### src/rtl/mem_port_pkg.sv
// Shared types for the memory-side sequencer: FSM state encoding and
// word-alignment mask used to reject misaligned accesses.
package mem_port_pkg;

    typedef enum logic [1:0] {
        IDLE   = 2'd0,
        REQ    = 2'd1,
        WAIT_R = 2'd2,
        DONE   = 2'd3
    } mem_state_t;

    localparam logic [1:0] WORD_ALIGN_MASK = 2'b11;

endpackage : mem_port_pkg

### src/rtl/mem_port.sv
// Memory-side sequencer for the multicycle core. Converts the controller's
// single-cycle memory strobes into a req/gnt/rvalid bus transaction, freezes
// the controller with Stall until the access completes, and owns the
// instruction register and the load data register.
module mem_port
    import mem_port_pkg::*;
#(
    parameter  int AW = 32,
    localparam int DW = 32
) (
    input  logic          clk,
    input  logic          reset,
    input  logic [AW-1:0] Adr,
    input  logic [DW-1:0] WriteData,
    input  logic          MemWrite,
    input  logic          MemRead,
    input  logic          IRWrite,
    output logic          Stall,
    output logic [DW-1:0] Instr,
    output logic [DW-1:0] ReadData,
    output logic          MemFault,
    output logic          bus_req,
    output logic          bus_we,
    output logic [AW-1:0] bus_addr,
    output logic [DW-1:0] bus_wdata,
    input  logic          bus_gnt,
    input  logic          bus_rvalid,
    input  logic [DW-1:0] bus_rdata
);

    mem_state_t state, state_nxt;
    logic       access;
    logic       aligned;
    logic       start;
    logic       dest_ir;

    // Classify the controller request presented this cycle.
    always_comb begin
        access  = MemRead | MemWrite;
        aligned = (Adr[1:0] & WORD_ALIGN_MASK) == 2'b00;
        start   = (state == IDLE) && access && aligned;
    end

    // Bus request comes only from registered state, never from the strobes.
    assign bus_req = (state == REQ);

    // State register.
    // NOTE: state is updated with <= so every flop samples pre-edge values;
    // blocking assignments here would create order-dependent simulation.
    always_ff @(posedge clk or negedge reset) begin
        if (!reset) state <= IDLE;
        else        state <= state_nxt;
    end

    // Next-state and Stall decode.
    // NOTE: every output of this block is given a default first, so no path
    // leaves a signal unassigned and no latch is inferred.
    always_comb begin
        state_nxt = state;
        Stall     = 1'b0;
        unique case (state)
            IDLE: begin
                if (start) begin
                    state_nxt = REQ;
                    Stall     = 1'b1;
                end
            end
            REQ: begin
                Stall = 1'b1;
                if (bus_gnt) state_nxt = bus_we ? DONE : WAIT_R;
            end
            WAIT_R: begin
                Stall = 1'b1;
                if (bus_rvalid) state_nxt = DONE;
            end
            DONE: begin
                // Strobes still high here belong to the finished access.
                state_nxt = IDLE;
            end
            default: state_nxt = IDLE;
        endcase
        if (!reset) Stall = 1'b0;
    end

    // Request latches: held stable from acceptance until the grant.
    always_ff @(posedge clk or negedge reset) begin
        if (!reset) begin
            bus_addr  <= '0;
            bus_wdata <= '0;
            bus_we    <= 1'b0;
            dest_ir   <= 1'b0;
        end else if (start) begin
            bus_addr  <= Adr;
            bus_wdata <= WriteData;
            bus_we    <= MemWrite;   // read+write together is a write
            dest_ir   <= IRWrite;
        end
    end

    // Capture read data into the destination chosen at acceptance.
    always_ff @(posedge clk or negedge reset) begin
        if (!reset) begin
            Instr    <= '0;
            ReadData <= '0;
        end else if (state == WAIT_R && bus_rvalid) begin
            if (dest_ir) Instr    <= bus_rdata;
            else         ReadData <= bus_rdata;
        end
    end

    // Sticky misalignment flag; the offending access is dropped.
    always_ff @(posedge clk or negedge reset) begin
        if (!reset)                                   MemFault <= 1'b0;
        else if (state == IDLE && access && !aligned) MemFault <= 1'b1;
    end

endmodule : mem_port

### config.mk
export PLATFORM = sky130hd
export DESIGN_NAME = mem_port
export DESIGN_NICKNAME = d
export VERILOG_FILES = /design/src/rtl/mem_port_pkg.sv /design/src/rtl/mem_port.sv
export SDC_FILE = /design/constraint.sdc
export NUM_CORES = 1
export LEC_CHECK = 0
export CAP_MARGIN = 30
export CORE_MARGIN = 2
export CORE_UTILIZATION = 40
export DETAILED_ROUTE_END_ITERATION = 16
export HOLD_SLACK_MARGIN = 0.03
export PLACE_DENSITY = 0.74
export SYNTH_ARGS = -nofsm -noshare
export SYNTH_HDL_FRONTEND = slang
export SYNTH_SLANG_ARGS = --single-unit
### constraint.sdc
create_clock -name clk -period 2.75 [get_ports clk]
set_input_delay 0.825 -clock clk [delete_from_list [all_inputs] [get_ports clk]]
set_output_delay 0.825 -clock clk [all_outputs]
set_load 0.03 [all_outputs]
==> results.cfg, run 1 <==
[outcome]
run_status = finished clean

[timing]
fin_crit_sh_pct = 95.4
setup_violations = 0
hold_violations = 0
grt_setup_unrepaired = false
min_period_ns = 2.62
tns_ns = 0
skew_ns = 0.00393
final_max_slew_viol_count = 0
tightestPinTransition_ns = 0.836
slew_headroom_pct = 44.3
fmax_mhz = 381

[floorplan]
initial_utilization_pct = 40.5
ioPinCount = 235
die_w_um = 117
die_h_um = 117
coreArea_um2 = 12500
rows = 41
die_area_um2 = 13600

[route]
firstDrtPassIters = 3
num_vias = 3438
wl_um = 11900
drc = 0
routed_via_density = 4.69
drt-initial-drc-count = 80
wl_per_cell_um = 16.2
ant_nets = 0

[cells_and_area]
syn2layout_area_growth_pct = 61.5
nFillCells = 996
diodes = 0
layout_commonest_cell = clkdlybuf4s50_1
layout_common_cells = clkdlybuf4s50_1 (227), dfrtp_1 (133), mux2_2 (128)
fin_nets = 658
drive_gt1_share_pct = 30.7

[synthesis]
yosys_warnings = 0
synthesis.area_um2 = 5070
synth_fp_nets = 410
synth_cell_types = 21
syn_avg_cell_area_um2 = 16.8
syn_inst = 302
seq_area_frac_synth_pct = 65.7
ys_ff_latch = 133

[clock_network]
root_buffer = clkbuf_16
htreeDepth = 4
clk_latency_ns = 0.41
cts_hold_buffers = 0
clk_path_buf_depth = 2
cts_tree = done
clkTransAtPathRegs_ns = 0.05
cts.sinks = 133
post_cts_buffers = 0
cts_buffers = 17

[worst_hold_path]
hold_start = bus_addr[0]
hold_end = bus_addr[0]
hold-path-cell-count = 1
hp-class = flip-flop to flip-flop

[pwr]
peakVddDrop_mv = 0.615
swShare_pct = 37.6
clkPwrFrac_pct = 19.0
leakagePower_nw = 3.50
seq_power_share_pct = 30.9
cellPowerDensity_nw_per_um2 = 1340
p_switching_w = 0.00413
pwr-share-comb_pct = 50.1
total_power_w = 0.0110
internal-power_w = 0.00686

[global_routing]
antenna_found_initial = 0
grt_usage_pct = 17.9
grt_pass1_vias = 3618
grt_max_degree = 134
grt-ovfl-total = 0
grt_first_pass_wirelength_um = 18100

[setup_path]
crit_chain = inv_2 -> ha_2 -> o21ai_2 -> nor3_4 -> nor2_1 -> nor3b_2 -> buf_12
worstPathArrival_ns = 1.80
reg2reg_slack_ns = 0.57
cp_data_required_time_ns = 1.93
startpoint_type = flip-flop
critical_path.reg2reg.startpoint = state[0]
path_delay_family = simple AND/OR/NAND/NOR gates
r2r_end = bus_wdata[2]
rr_worst_depth = 6
path_max_fanout = 4
crit_path_top_delay_cell = dfrtp_1
max_stage_delay_ns = 0.42
cp-end-kind = output pin
critPathBufInv = 2
worstSetupPathType = flip-flop to output pin

[job]
max_cap_violations = 0

[place]
io_buffers = 234
gp_congestion = 0.734
dpl.hpwl_um = 8560
## through the flow
stage,setup slack (ns),utilization [%],std cells,hold slack [ns],area (µm²)
global placement,-0.119,61.0,703,0.461,7630
finish,0.126,65.4,733,0.500,8190
CTS,0.0126,65.4,733,0.504,8180
detailed placement,-0.145,61.0,703,0.484,7630
global route,0.0000775,65.4,733,0.511,8190
floorplan,0.0989,-,302,0.495,5070
## area by class of cell
| class | instances | area [µm²] | area share, % |
|---|---|---|---|
| Multi-Input combinational cell | 152 | 1640 | 20.1 |
| Inverter | 4 | 15.0 | 0.183 |
| Clock buffer | 26 | 509 | 6.22 |
| Clock inverter | 4 | 45.0 | 0.550 |
| Timing Repair Buffer | 242 | 2430 | 29.7 |
| Tap cell | 172 | 215 | 2.63 |
| Sequential cell | 133 | 3330 | 40.6 |
## power by group through the flow
stage | combinational, W | sequential, W | clock (W)
6_report | 0.00550 | 0.00340 | 0.00209
5_1_grt | 0.00577 | 0.00352 | 0.00225
4_1_cts | 0.00556 | 0.00341 | 0.00215
3_5_place_dp | 0.00555 | 0.00344 | 0
3_3_place_gp | 0.00547 | 0.00338 | 0
2_1_floorplan | 0.00122 | 0.00528 | 0
## cell usage after synthesis
library cell / n / area (µm²)
a211oi_1: 1 / 7.51
a21oi_1: 1 / 5.00
a22oi_1: 1 / 7.51
a31o_2: 1 / 8.76
a31oi_1: 2 / 12.5
buf_2: 9 / 45.0
buf_6: 4 / 45.0
dfrtp_1: 133 / 3330
ha_1: 5 / 62.6
inv_1: 4 / 15.0
mux2_2: 128 / 1440
nand3_1: 1 / 5.00
nand3b_1: 1 / 7.51
nor2_1: 3 / 11.3
nor2b_1: 2 / 12.5
nor3_4: 1 / 16.3
nor3b_1: 1 / 7.51
o21ai_2: 1 / 8.76
o21bai_1: 1 / 7.51
o31ai_1: 1 / 7.51
or2_2: 1 / 6.26
## metal layers
metal  share of wire, %  GRT usage, %
met2                 50          30.4
met5                  0             0
met1                 38          19.3
met4                1.7          7.37
met3                 10          8.35
## sequential cells by signal, indices dropped and copies added, names as in the netlist
register / cells
ReadData: 32
bus_addr: 32
Instr: 32
dest_ir: 1
bus_we: 1
MemFault: 1
state: 2
bus_wdata: 32
## worst max path at each step
stage | start | to | slack, ns | depth (start not counted)
6_report | state[0] | Stall | 0.13 | 7
5_1_grt | state[0] | Stall | 0.00008 | 7
4_1_cts | state[1] | bus_req | 0.01 | 3
3_5_place_dp | MemWrite | Stall | -0.14 | 6
3_3_place_gp | MemWrite | Stall | -0.12 | 6
2_1_floorplan | MemWrite | Stall | 0.1 | 6
## cell families after synthesis
logic type	Yosys count	share of synthesized area [%]
and+or+nand+nor	10	1.31
AOI/OAI and AO/OA	9	1.28
muxes	128	28.4
DFF	133	65.7
buffers and inverters	17	2.07
adders and majority gates	5	1.23
## timing repair
item | 4_1_cts | 5_1_grt
endpoints found under the setup margin | 1 | 2
gates resized for setup | 4 | 4
pin swaps | 1 | 1
gates cloned | 0 | 0
(Power assumes the default switching activity.)
==> run 2, diff against run 1 <==
CORE_UTILIZATION = 44   (was 40)
PLACE_DENSITY = 0.81   (was 0.74)
clock period = 3.3 ns   (was 2.75 ns; I/O delays follow)
==> run 2 against run 1 <==
Against the previous run:
- first-iteration DRC count shrank 3.8%
- power shrank 15%
- non-clock buffer count is 1 lower
- critical path type is now primary input to output pin
- sequential power is 16% lower
- sequential share of layout area about the same
- global-route usage rose by 3.2 points
- hold slack gained 0.0019 ns
- critical path depth decreased by 1
==> results.cfg, run 2 (synthesized netlist as in run 1, its figures left out) <==
[outcome]
run_status = finished clean

[pwr]
leakagePower_nw = 3.52
peakVddDrop_mv = 0.689
total_power_w = 0.00931
cellPowerDensity_nw_per_um2 = 1140

[cells_and_area]
layout_common_cells = clkdlybuf4s50_1 (229), dfrtp_1 (133), mux2_2 (128)
design_area_um2 = 8200
drive_gt1_share_pct = 30.3
diodes = 0
final-instance-count-excl-fill = 704
fin_nets = 657
syn2layout_area_growth_pct = 61.7
layout_commonest_cell = clkdlybuf4s50_1

[floorplan]
initial_utilization_pct = 44.8
ioPinCount = 235
coreArea_um2 = 11300
die_w_um = 111
die_area_um2 = 12400
rows = 39
die_h_um = 111

[timing]
fmax_mhz = 308
hold_violations = 0
slew_headroom_pct = 44.5
min_period_ns = 3.24
skew_ns = 0.00512
grt_setup_unrepaired = false
final_max_slew_viol_count = 0
fin_crit_sh_pct = 98.3
tightestPinTransition_ns = 0.833
tns_ns = 0
whs_ns = 0.501
setup_violations = 0

[job]
max_cap_violations = 0

[setup_path]
cp_data_required_time_ns = 2.31
worstSetupPathType = primary input to output pin
path_max_fanout = 3
startpoint_type = primary input
cp-end-kind = output pin
worstPathArrival_ns = 2.25

[route]
firstDrtPassIters = 4
wl_per_cell_um = 17.7
wl_um = 12500
ant_nets = 0
drc = 0
routed_via_density = 4.90
drt-initial-drc-count = 77
num_vias = 3448

[place]
io_buffers = 234
dpl-instance-area_um2 = 7570
gp_congestion = 0.773
dpl.hpwl_um = 9040
place_inst = 672

[clock_network]
cts.sinks = 133
clk_path_buf_depth = 2
cts_tree = done
cts_hold_buffers = 0
clk_latency_ns = 0.40
root_buffer = clkbuf_16
cts_buffers = 17
clkTransAtPathRegs_ns = 0.05
htreeDepth = 4

[global_routing]
grt_usage_pct = 21.1
grt-ovfl-total = 0
antenna_found_initial = 0
grt_max_degree = 79
grt_first_pass_wirelength_um = 20500
grt_pass1_vias = 3918

[worst_hold_path]
hp-class = flip-flop to flip-flop
-- run 2: changes by cell type in the layout (fill, tap and decap cells not counted), sizes merged --
cell,before,now
buf,10,9
clkinv,3,1
clkbuf,26,29
dlymetal6s2s,1,2
dlygate4sd2,4,1
clkdlybuf4s50,227,229
-- run 2: where the power goes --
part           switching [W]  internal, W
registers           0.000418      0.00243
logic                0.00245      0.00217
clock network       0.000640      0.00119
total                0.00351      0.00580
-- run 2: worst max-delay path: stages --
cell,delay (ns)
clkdlybuf4s50_1,0.49
nor3_4,0.24
nor2_1,0.07
nor3b_2,0.21
buf_4,0.15
buf_12,0.11
-- run 2: what timing repair did --
action / CTS / global route
buffers inserted: 0 / 0
pin swaps: 0 / 1
setup endpoints to repair: 1 / 1
endpoints found under the hold margin: 0 / 0
resized for setup: 2 / 2
gates cloned: 0 / 0
-- run 2: path summary, 6_finish.rpt --
path | startpoint | to | slack, ns | depth (start not counted)
worst min register to register | ReadData[17] | ReadData[17] | 0.50 | 1
min in group asynchronous | reset | bus_wdata[21] | 0.71 | 2
worst max register to register | state[0] | bus_addr[15] | 1.01 | 6
worst min-delay path | ReadData[17] | ReadData[17] | 0.50 | 1
max in group asynchronous | reset | bus_addr[15] | 1.53 | 4
worst max-delay path | Adr[1] | Stall | 0.06 | 6
-- run 2: cell type report --
| type | count | area (µm²) |
|---|---|---|
| Fill cell | 775 | 3130 |
| Multi-Input combinational cell | 152 | 1650 |
| Clock buffer | 29 | 551 |
| Sequential cell | 133 | 3330 |
| Clock inverter | 2 | 35.0 |
| Timing Repair Buffer | 241 | 2440 |
| Inverter | 4 | 15.0 |
| Tap cell | 143 | 179 |
-- run 2: routing by layer --
metal  wire length, µm  global-route usage [%]
met2              6290                    35.4
met4               275                    8.81
met1              4860                    23.9
met3              1070                    8.82
met5                 0                       0
-- run 2: stage by stage --
step / utilization, % / worst slack, ns
after global routing: 72.4 / 0.00792
after CTS: 72.1 / 0.0469
after floorplan: - / 0.0336
after global placement: 66.9 / -0.0505
after detailed placement: 66.9 / -0.0632
final: 72.4 / 0.0564
==> run 3, diff against run 2 <==
CORE_MARGIN = 3   (was 2)
==> run 3 against run 2 <==
Against the previous run:
- wire length is 4.1% higher
- design area is 0.60% lower
- critical path depth is 1 higher
- global-route usage is 0.20 points higher
- maximum frequency is 0.69% higher
- first-iteration DRC count is 26% higher
- sequential cell count stayed put
- power is 0.53% lower
- die area is 3.6% higher
- core utilization is 1.5 points higher
- worst setup slack better by 0.022 ns
- clock power is 4% lower
==> results.cfg, run 3 (synthesized netlist as in run 1, its figures left out) <==
[setup_path]
crit_path_top_delay_cell = clkdlybuf4s50_1
critical_path.reg2reg.startpoint = state[0]
startpoint_type = primary input
path_delay_family = buffers and inverters
crit_chain = clkdlybuf4s50_1 -> o21ai_2 -> nor3_4 -> nor2_1 -> nor3b_2 -> buf_4 -> buf_12
cp-end-kind = output pin
path_max_fanout = 2
critPathBufInv = 3
max_stage_delay_ns = 0.51
worstPathArrival_ns = 2.23
cp_data_required_time_ns = 2.31
worstSetupStartpoint = MemWrite
worstSetupPathType = primary input to output pin

[clock_network]
clk_latency_ns = 0.41
root_buffer = clkbuf_16
clk_path_buf_depth = 2
htreeDepth = 4
cts_hold_buffers = 0
cts.sinks = 133
cts_resized = 0
cts_buffers = 17
cts_tree = done
post_cts_buffers = 0
clkTransAtPathRegs_ns = 0.05

[global_routing]
grt_max_degree = 74
grt-ovfl-total = 0
grt_usage_pct = 21.3
grtUsageMet2_pct = 37.3
grt_first_pass_wirelength_um = 20800
antenna_found_initial = 0
grt_pass1_vias = 3925
grtUsageMet3_pct = 8.66
grt_most_used_layer = met2
met1_usage_pct = 23.1

[floorplan]
rows = 38
die_w_um = 113
die_area_um2 = 12800
ioPinCount = 235
initial_utilization_pct = 46.0
coreArea_um2 = 11000
die_h_um = 113

[route]
firstDrtPassIters = 4
num_vias = 3471
wl_um = 13000
drt-initial-drc-count = 97
drc = 0
wl_per_cell_um = 18.5
ant_nets = 0
routed_via_density = 4.94

[timing]
skew_ns = 0.00600
grt_setup_unrepaired = false
slew_headroom_pct = 40.1
final_max_slew_viol_count = 0
hold_violations = 0
fmax_mhz = 310
min_period_ns = 3.22
setup_violations = 0
tightestPinTransition_ns = 0.899
fin_crit_sh_pct = 97.6
tns_ns = 0

[pwr]
cellPowerDensity_nw_per_um2 = 1140
peakVddDrop_mv = 0.681
leakagePower_nw = 3.48
total_power_w = 0.00926

[job]
max_cap_violations = 0

[cells_and_area]
fin_nets = 658
syn2layout_area_growth_pct = 60.7
diodes = 0
layout_commonest_cell = clkdlybuf4s50_1
drive_gt1_share_pct = 30.0
layout_common_cells = clkdlybuf4s50_1 (232), dfrtp_1 (133), mux2_2 (128)

[worst_hold_path]
hp-class = flip-flop to flip-flop
hold_start = Instr[8]

[place]
dpl.hpwl_um = 9540
io_buffers = 234
gp_congestion = 0.764

[outcome]
run_status = finished clean
[run 3: cell types whose count changed in the layout (fill, tap and decap cells not counted), sizes merged]
cell,before,now
clkdlybuf4s50,229,232
dlymetal6s2s,2,0
buf,9,10
clkinv,1,2
dlygate4sd2,1,0
[run 3: layout make-up]
type                            instances  area [µm²]
Sequential cell                       133        3330
Fill cell                             729        2880
Timing Repair Buffer                  242        2420
Multi-Input combinational cell        152        1650
Clock buffer                           29         520
Tap cell                              140         175
Clock inverter                          3        40.0
Inverter                                4        15.0
[run 3: worst register-to-register path, cell delays in order, from the launching register on]
cell,delay [ns]
dfrtp_1,0.41
inv_1,0.14
ha_1,0.24
o21ai_2,0.10
nor3_4,0.15
buf_4,0.69
mux2_2,0.45
[run 3: power breakdown]
group | switching [W] | internal, W | total, W
combinational | 0.00247 | 0.00217 | 0.00464
sequential | 0.000422 | 0.00244 | 0.00286
clock | 0.000630 | 0.00113 | 0.00176
[run 3: path summary, 6_finish.rpt]
kind	to	slack, ns	cells after the start
max in group asynchronous	dest_ir	1.12	3
max reg2reg	bus_addr[8]	1.00	6
min reg2reg	Instr[8]	0.50	1
min in group asynchronous	bus_wdata[29]	0.77	2
max	Stall	0.08	7
min	Instr[8]	0.50	1
[run 3: per-layer routing]
metal / part of all wire, % / vias to the layer above / routed length (µm)
met5: 0 / - / 0
met4: 2.0 / 0 / 262
met3: 8.5 / 22 / 1110
met2: 53 / 151 / 6930
met1: 36 / 1730 / 4700
li1: - / 1568 / -
[run 3: per-stage QoR]
step | cells | area, µm² | hold slack (ns) | worst slack, ns | utilization [%]
after floorplan | 302 | 5070 | 0.495 | 0.0336 | -
after global placement | 671 | 7580 | 0.467 | 0.0750 | 68.7
after detailed placement | 671 | 7580 | 0.478 | 0.0580 | 68.7
after CTS | 703 | 8140 | 0.500 | 0.0499 | 73.8
after global routing | 703 | 8150 | 0.513 | 0.0303 | 73.9
final | 703 | 8150 | 0.500 | 0.0787 | 73.9
